**config.mk**
```make
export PLATFORM = sky130hd
export DESIGN_NAME = display_arbiter
export DESIGN_NICKNAME = d
export VERILOG_FILES = /design/src/rtl/display_arbiter.sv
export SDC_FILE = /design/constraint.sdc
export NUM_CORES = 1
export LEC_CHECK = 0
export ABC_AREA = 1
export BUFFER_PORTS_ARGS = -buffer_cell sky130_fd_sc_hd__buf_2
export CORE_MARGIN = 3
export CORE_UTILIZATION = 50
export CTS_CLUSTER_DIAMETER = 50
export DETAILED_ROUTE_END_ITERATION = 16
export PLACE_DENSITY = 0.76
export SKIP_LAST_GASP = 1
export SLEW_MARGIN = 20
export SYNTH_ARGS = -nofsm -noshare
export SYNTH_HDL_FRONTEND = slang
export SYNTH_SLANG_ARGS = --single-unit
export TNS_END_PERCENT = 5
```
**constraint.sdc**
```tcl
create_clock -name Clk -period 2.9 [get_ports Clk]
set_input_delay 0.145 -clock Clk [delete_from_list [all_inputs] [get_ports Clk]]
set_output_delay 0.145 -clock Clk [all_outputs]
set_load 0.01 [all_outputs]
```
**src/rtl/display_arbiter.sv**
```systemverilog
// -----------------------------------------------------------------------------
// display_arbiter
//
// Round-robin arbiter that hands a two-byte numeric display to one of four
// requesters at a time. The winner's 16-bit value is frozen into a hold
// register and shown for HOLD_CYCLES clocks (or until the owner withdraws
// its request), after which the owner receives a one-cycle Done pulse and
// the search pointer moves past it.
//
// Ports
//   Clk      in   system clock, rising-edge
//   Rst_n    in   asynchronous active-low reset
//   Req      in   [3:0]  per-requester display request
//   DataIn   in   [63:0] requester i value in DataIn[16i+15:16i]
//   Grant    out  [3:0]  one-hot current owner, zero when nobody shows
//   Done     out  [3:0]  one-cycle pulse to the owner on hold completion
//   NumberA  out  high byte of the held value (left digit pair)
//   NumberB  out  low byte of the held value (right digit pair)
//   Blank    out  high when no owner; qualifies NumberA/NumberB
//   Owner    out  [1:0]  index of the current or last owner
//   Busy     out  high whenever the FSM is not in IDLE
// -----------------------------------------------------------------------------
module display_arbiter #(
  parameter int NUM_WIDTH   = 8,
  parameter int HOLD_CYCLES = 100000000
) (
  input  logic                 Clk,
  input  logic                 Rst_n,
  input  logic [3:0]           Req,
  input  logic [63:0]          DataIn,
  output logic [3:0]           Grant,
  output logic [3:0]           Done,
  output logic [NUM_WIDTH-1:0] NumberA,
  output logic [NUM_WIDTH-1:0] NumberB,
  output logic                 Blank,
  output logic [1:0]           Owner,
  output logic                 Busy
);

  // A single-cycle hold still needs a one-bit timer to exist.
  localparam int TIMER_W = (HOLD_CYCLES > 1) ? $clog2(HOLD_CYCLES) : 1;
  localparam logic [TIMER_W-1:0] TIMER_LOAD = TIMER_W'(HOLD_CYCLES - 1);

  typedef enum logic [1:0] {
    IDLE    = 2'd0,
    LOAD    = 2'd1,
    SHOW    = 2'd2,
    RELEASE = 2'd3
  } state_e;

  state_e             state_q, state_d;
  logic [1:0]         ptr_q,   ptr_d;
  logic [1:0]         win_q,   win_d;
  logic [1:0]         owner_q, owner_d;
  logic [15:0]        hold_q,  hold_d;
  logic [TIMER_W-1:0] timer_q, timer_d;
  logic [3:0]         grant_q, grant_d;
  logic [3:0]         done_q,  done_d;

  logic [1:0]         rr_win;

  // Round-robin search: P, P+1, P+2, P+3 (mod 4); first set bit wins.
  always_comb begin
    logic       found;
    logic [1:0] idx;
    found  = 1'b0;
    idx    = '0;
    rr_win = ptr_q;
    for (int i = 0; i < 4; i++) begin
      idx = ptr_q + 2'(i);
      if (!found && Req[idx]) begin
        found  = 1'b1;
        rr_win = idx;
      end
    end
  end

  // Next-state and registered-output logic.
  always_comb begin
    // NOTE: every signal gets a default before the case so no path leaves it
    // unassigned; that is what keeps this block free of inferred latches.
    state_d = state_q;
    ptr_d   = ptr_q;
    win_d   = win_q;
    owner_d = owner_q;
    hold_d  = hold_q;
    timer_d = timer_q;
    grant_d = grant_q;
    done_d  = '0;

    unique case (state_q)
      IDLE: begin
        grant_d = '0;
        if (|Req) begin
          win_d   = rr_win;
          state_d = LOAD;
        end
      end

      LOAD: begin
        // Capture the winner's slice now; it stays frozen for the whole SHOW.
        hold_d  = DataIn[{win_q, 4'b0000} +: 16];
        owner_d = win_q;
        timer_d = TIMER_LOAD;
        grant_d = 4'b0001 << win_q;
        state_d = SHOW;
      end

      SHOW: begin
        // A withdrawn request ends the hold early and forfeits Done, even
        // on the cycle the timer would have expired.
        if (!Req[owner_q]) begin
          grant_d = '0;
          state_d = RELEASE;
        end else if (timer_q == '0) begin
          grant_d = '0;
          done_d  = 4'b0001 << owner_q;
          state_d = RELEASE;
        end else begin
          timer_d = timer_q - TIMER_W'(1);
        end
      end

      RELEASE: begin
        ptr_d   = owner_q + 2'd1;
        state_d = IDLE;
      end

      default: state_d = IDLE;
    endcase
  end

  // NOTE: state registers use non-blocking assignments so every flop samples
  // the pre-edge values regardless of statement order.
  // NOTE: the hold register is a plain register, not a memory array, so it is
  // reset along with everything else and NumberA/NumberB read zero after reset.
  always_ff @(posedge Clk or negedge Rst_n) begin
    if (!Rst_n) begin
      state_q <= IDLE;
      ptr_q   <= '0;
      win_q   <= '0;
      owner_q <= '0;
      hold_q  <= '0;
      timer_q <= '0;
      grant_q <= '0;
      done_q  <= '0;
    end else begin
      state_q <= state_d;
      ptr_q   <= ptr_d;
      win_q   <= win_d;
      owner_q <= owner_d;
      hold_q  <= hold_d;
      timer_q <= timer_d;
      grant_q <= grant_d;
      done_q  <= done_d;
    end
  end

  // Numbers come straight from the hold register, which only changes on the
  // LOAD->SHOW edge, so they keep their last values outside SHOW.
  assign NumberA = NUM_WIDTH'(hold_q[15:8]);
  assign NumberB = NUM_WIDTH'(hold_q[7:0]);
  assign Grant   = grant_q;
  assign Done    = done_q;
  assign Owner   = owner_q;
  assign Blank   = (state_q != SHOW);
  assign Busy    = (state_q != IDLE);

endmodule

```
==> results of run 1 <==
-- through the flow --
step	utilization (%)	std cells	hold slack (ns)
finish	64.39	707	0.09623
floorplan	-	508	-0.1506
detailed placement	61.20	691	0.1117
CTS	64.39	707	0.08523
global placement	61.20	691	0.1028
global route	64.39	707	0.09522
-- critical path, delay by kind of cell (launching register included) --
family | cells | cell delay [ns]
fa+ha+maj | 1 | 0.28
compound gates | 1 | 0.25
buf+inv | 2 | 0.35
simple gates | 5 | 0.81
flops | 1 | 0.40
-- synthesized netlist by cell type (4+ instances only) --
master / number / area [um2]
xor2_1: 12 / 105.1
nand2_1: 172 / 645.6
nand3_1: 51 / 255.2
nor2_2: 6 / 37.54
o21ai_2: 11 / 96.34
dfrtp_1: 59 / 1476
inv_1: 26 / 97.59
nand4_1: 9 / 56.30
xnor2_1: 5 / 43.79
a31oi_1: 4 / 25.02
a22oi_1: 15 / 112.6
ha_1: 9 / 112.6
clkbuf_1: 7 / 26.28
nor2_1: 69 / 259.0
a41oi_1: 7 / 61.31
o21ai_0: 13 / 65.06
-- layer usage --
layer	share of wire, %	wire, um	global-route usage, %
met5	0	0	0
met4	1.5	143	8.787
met3	7.1	668	4.676
met2	47	4409	38.75
met1	45	4246	30.60
-- cell type report --
type | instances | area, um2
fillers | 640 | 2486
repair buffers | 104 | 540.5
well taps | 96 | 120.1
clock inverters | 1 | 30.03
multi-input cells | 403 | 2033
flip-flops and latches | 59 | 1476
clock buffers | 14 | 182.7
inverters | 30 | 112.6
-- cell families after synthesis --
logic type / Yosys count / share of synthesized area (%)
AOI/OAI and AO/OA: 58 / 11.17
xor gates and xnor gates: 17 / 4.015
adders and majority gates: 9 / 3.036
buffers and inverters: 46 / 5.364
DFF: 59 / 39.81
and+or+nand+nor: 319 / 36.61
-- where the power goes --
group	total [mW]	internal, mW	switching, mW	leakage (nW)
Clock	0.790	0.486	0.303	0.109
Sequential	1.43	1.13	0.295	0.709
Combinational	2.24	0.796	1.45	1.46
Total	4.46	2.41	2.05	2.27
-- worst max-delay path by stage --
stage / start / endpoint / slack (ns)
finish: state_q[0] / timer_q[14] / 0.67
global route: state_q[0] / timer_q[4] / 0.45
CTS: state_q[0] / timer_q[14] / 0.68
detailed placement: state_q[0] / timer_q[14] / 0.68
global placement: state_q[0] / timer_q[3] / 0.76
floorplan: timer_q[0] / timer_q[0] / 1.22
-- registers in the layout (all words and copies together) (netlist names) --
register and cells:
Owner 2, Grant 4, Done 4, ptr_q 2, win_q 2, timer_q 27
state_q 2, hold_q 16
==> results.md, run 1 <==
- Largest net degree at the start of global routing: 41
- Hold endpoint: hold_q[9]
- Fmax: 0.4491 GHz
- CTS resizes: 0
- Synthesized area per cell: 7.300 um2
- Startpoint Class: flop
- Clock Path Buffers: 2
- Startpoint of the worst register-to-register path: state_q[0]
- WS Path Type: flop to flop
- Cell Area, Synth: 0.003709 mm2
- Fin nets: 686
- Placer congestion estimate: 0.9096
- Die Area: 0.008486 mm2
- Dpl ws: 0.6779 ns
- Post-Syn Instances: 508
- Worst hold path class: primary input to flop
- Vias in the first global route: 3513
- Reg2reg path depth: 9
- Commonest non-fill, non-tap cell in the layout: nand2_1
- Initial core utilization: 53.12%
- Core Rows: 30
- Power Total: 4.461 mW
- Drt drc: 0
- Routed via count: 3664
- Yosys warning count: 0
- CTS Buf Count: 9
- I/O Buffers: 97
- Crit-path max FO: 28
- Most frequent cells in the layout: nand2_1, buf_2, nor2_1
- Overall routing resource usage: 23.54%
- H-tree level count: 3
- Final setup viols: 0
- Crit-path cells: inv_1, ha_1, inv_2, a21oi_4, nand2_4, nand2_4, nand2_1, nand2_1, nand3_1
- Hold Buf Count CTS: 1
- CP required: 3.11 ns
- Hold path depth: 3
- Maximum vdd drop: 0.4612 mV
- Setup Fix Bufs, Post-CTS: 0
- Max_cap viols: 0
- Core Box Area: 0.006982 mm2
- RSZ-0062 raised after global routing: false
- Worst setup margin: 0.6733 ns
- Number of distinct library cells after synthesis: 34
- Worst-skew pair later-pin latency: 0.34 ns
- LEAKAGE: 2.273 nW
- Flop2flop setup slack: 0.67 ns
- Critical R2R Capture: timer_q[14]
- Pins over their slew limit: 0
- DP HPWL: 7179 um
- Number of clock sinks: 59
- Detail Route Antenna Nets: 0
- Clock root cell: clkbuf_8
- CP peak stage delay: 0.40 ns
- Final instance area: 0.004496 mm2
- Relative slew slack: 55.26%
- IO Pins: 98
- Total Wirelength: 9467 um
- Layout cell share with drive strength beyond 1: 23.73%
- Wire length per cell: 13.39 um
- Post-Syn Nets: 587
- CP Capture Type: flop
- Slew of the pin with the lowest slew margin: 0.6650 ns
- Tmin final: 2.227 ns
- Synth Flop Type: dfrtp_1
- Cell Pwr Density: 992.4 mW/mm2
- Tcrit/Tclk final: 76.78%
- Seq/Total Area, Yosys: 39.81%
- CTS tree: built
- Initial antenna violation count: 0
- Outcome: finished, final reports clean
- Crit-path slowest cell: dfrtp_1
- Die H: 92.12 um
- Clock slew at reported path FFs: 0.07 ns
- Area Overhead vs Synth: 21.22%
- Min-delay src: DataIn[57]
- #FFs+latches synth: 59
- Number of DRC markers in iteration 0: 211
- Critical path data arrival time: 2.44 ns
- EDFF count, synth: 0
- First-pass GRT wire length: 16060 um
- Vias per inst: 5.182
- ANT cells: 0
- Skew final: 0.008146 ns
- TNS Setup: 0 ns
- GR Overflow Total: 0
- DIE WIDTH: 92.12 um
- Final hold vios: 0
- Dpl cell area: 0.004273 mm2
- Synth async-reset ratio: 100.0%
- 1st-pass router iterations: 4
No activity file was read; power rests on OpenSTA's default activity.
==> run 2: changes to the inputs <==
--- a/config.mk
+++ b/config.mk
@@ -8,10 +8,10 @@
 export ABC_AREA = 1
 export BUFFER_PORTS_ARGS = -buffer_cell sky130_fd_sc_hd__buf_2
 export CORE_MARGIN = 3
-export CORE_UTILIZATION = 50
+export CORE_UTILIZATION = 48
 export CTS_CLUSTER_DIAMETER = 50
 export DETAILED_ROUTE_END_ITERATION = 16
-export PLACE_DENSITY = 0.76
+export PLACE_DENSITY = 0.77
 export SKIP_LAST_GASP = 1
 export SLEW_MARGIN = 20
 export SYNTH_ARGS = -nofsm -noshare
==> constraint.sdc (replaced) <==
create_clock -name Clk -period 1.86 [get_ports Clk]
set_input_delay 0.093 -clock Clk [delete_from_list [all_inputs] [get_ports Clk]]
set_output_delay 0.093 -clock Clk [all_outputs]
set_load 0.01 [all_outputs]
==> results.md, run 2 (synthesized netlist as in run 1, its figures left out) <==
- Fill cells: 683 (+6.7%)
- Dpl ws: 0.03283 ns (-0.6450 ns)
- Wire length per cell: 14.21 um (+6.1%)
- Placer congestion estimate: 0.9253 (+1.7%)
- Vias per inst: 5.293 (+2.1%)
- Largest register FFs: 27 (unchanged)
- Routed via count: 3848 (+5.0%)
- DIE WIDTH: 93.90 um (+1.9%)
- Drt drc: 0 (unchanged)
- 1st-pass router iterations: 5 (+1)
- Core Box Area: 0.007370 mm2 (+5.6%)
- Pins over their slew limit: 0 (unchanged)
- I/O Buffers: 97 (unchanged)
- P_sw: 3.413 mW (+67%)
- Cell Pwr Density: 1539 mW/mm2 (+55%)
- First-pass GRT wire length: 17250 um (+7.4%)
- Detail Route Antenna Nets: 0 (unchanged)
- RSZ-0062 raised after global routing: true
- Initial core utilization: 50.32% (-2.8 points)
- Hold path depth: 3 (unchanged)
- Largest net degree at the start of global routing: 60 (+46%)
- Fmax: 0.5675 GHz (+26%)
- Slew of the pin with the lowest slew margin: 0.5309 ns (-0.1341 ns)
- Min-delay src: DataIn[60]
- Critical path data arrival time: 1.99 ns (-0.45 ns)
- Initial antenna violation count: 0 (unchanged)
- Clock Path Buffers: 2 (unchanged)
- TNS Setup: 0 ns (unchanged)
- Total Wirelength: 10330 um (+9.1%)
- Worst-skew pair later-pin latency: 0.36 ns (+0.02 ns)
- Hold endpoint: hold_q[12]
- Tmin final: 1.762 ns (-0.4646 ns)
- Final hold vios: 0 (unchanged)
- Die Area: 0.008817 mm2 (+3.9%)
- Largest Register: timer_q
- Die H: 93.90 um (+1.9%)
- Max_cap viols: 0 (unchanged)
- DP HPWL: 7803 um (+8.7%)
- Largest registers: timer_q x27, hold_q x16
- H-tree level count: 3 (unchanged)
- IO Pins: 98 (unchanged)
- ANT cells: 0 (unchanged)
- Worst hold slack: 0.01776 ns (-0.07847 ns)
- CTS tree: built
- Combinational power share: 53.6% (+3.3 points)
- Commonest non-fill, non-tap cell in the layout: nand2_1
- Skew final: 0.01552 ns (+0.007378 ns)
- Number of clock sinks: 59 (unchanged)
- Fin nets: 702 (+2.3%)
- Final setup viols: 0 (unchanged)
- Startpoint of the worst register-to-register path: timer_q[8]
- Storage element area: 0.001476 mm2 (unchanged)
- Number of DRC markers in iteration 0: 206 (-2.4%)
- Reg2reg path depth: 9 (unchanged)
- Maximum vdd drop: 0.7918 mV (+72%)
- Clock slew at reported path FFs: 0.08 ns (about the same)
- Clock root cell: clkbuf_8
- Overall routing resource usage: 24.82% (+1.3 points)
- Worst setup margin: 0.09793 ns (-0.5754 ns)
- Area Overhead vs Synth: 24.80%
- Most frequent cells in the layout: nand2_1, buf_2, nor2_1
- Crit-path max FO: 7 (-75%)
- Tcrit/Tclk final: 94.74% (+18 points)
- Sequential Power Share: 30.8% (-1.2 points)
- Flop2flop setup slack: 0.1 ns (-0.58 ns)
- CTS Buf Count: 9 (unchanged)
- Internal Pwr Total: 3.708 mW (+54%)
- CP Capture Type: flop
- Dpl cell area: 0.004402 mm2 (+3.0%)
- Worst hold path class: primary input to flop
- Outcome: finished, final reports clean
- Core Rows: 31 (+3.3%)
- Sw Share: 47.93% (+2.0 points)
- Startpoint Class: flop
- CP required: 2.09 ns (-1.02 ns)
- Vias in the first global route: 3737 (+6.4%)
- Layout cell share with drive strength beyond 1: 25.96% (+2.2 points)
- LEAKAGE: 2.336 nW (+2.7%)
- Clk pwr share: 15.6% (-2.1 points)
- Relative slew slack: 64.48% (+9.2 points)
- GR Overflow Total: 0 (unchanged)
- Critical R2R Capture: timer_q[2]
- Final instance area: 0.004628 mm2 (+3.0%)
- WS Path Type: flop to flop
- Area occupied by multi-input gates: 0.002056 mm2 (+1.1%)
==> run 2: cell types whose count changed in the layout (fill, tap and decap cells not counted), sizes merged <==
| cell | before | now |
|---|---|---|
| bufinv | 1 | 0 |
| clkbuf | 14 | 10 |
| inv | 29 | 30 |
| clkinvlp | 0 | 3 |
| buf | 103 | 119 |
| clkinv | 1 | 3 |
==> run 2: power groups by stage <==
stage                     Clock (mW)  Combinational, mW  Sequential [mW]
after floorplan                    0               2.56             2.20
after global placement             0               3.64             2.18
after detailed placement           0               3.76             2.20
after CTS                       1.13               3.77             2.19
after global routing            1.18               4.29             2.25
final                           1.11               3.82             2.19
==> run 2: worst max-delay path, stage by stage (launching register included) <==
cell and delay, ns:
dfrtp_1 0.44, nor2_2 0.15, nand2_1 0.12, nor2_4 0.15, nand4_4 0.18, nand2_8 0.13, buf_4 0.16, inv_1 0.10
nand3b_1 0.10, nand3_1 0.08
==> run 2: cell type report <==
class | instances | area share, %
multi-input cells | 403 | 44.42
inverters | 30 | 2.433
well taps | 99 | 2.676
clock inverters | 6 | 1.054
repair buffers | 120 | 14.54
clock buffers | 10 | 2.974
flip-flops and latches | 59 | 31.90
==> run 2: per-layer routing <==
layer | global-route usage, % | vias up | share of wire [%]
met2 | 39.44 | 172 | 47
met5 | 0 | - | 0
met1 | 31.68 | 1749 | 43
met3 | 6.410 | 22 | 7.7
li1 | - | 1905 | -
met4 | 11.19 | 0 | 2.4
==> run 2: worst max-delay path by stage <==
stage	start	end	depth (start not counted)
CTS	timer_q[9]	Grant[0]	8
global route	timer_q[1]	Grant[0]	10
finish	timer_q[8]	timer_q[2]	9
floorplan	timer_q[0]	timer_q[0]	10
detailed placement	timer_q[9]	Grant[0]	8
global placement	timer_q[12]	timer_q[14]	8
==> run 2: metrics by stage <==
step	power, mW	util, %	cells
CTS	7.083	62.39	726
finish	7.121	62.80	727
detailed placement	5.957	59.73	709
global placement	5.822	59.73	709
floorplan	4.768	-	508
global route	7.722	62.80	727
==> run 2: what timing repair did <==
| item | CTS | global route |
|---|---|---|
| gates resized for setup | 0 | 4 |
| hold endpoints to repair | 59 | 0 |
| endpoints found under the setup margin | 0 | 31 |
| hold buffers | 1 | 0 |
| setup buffers | 0 | 1 |
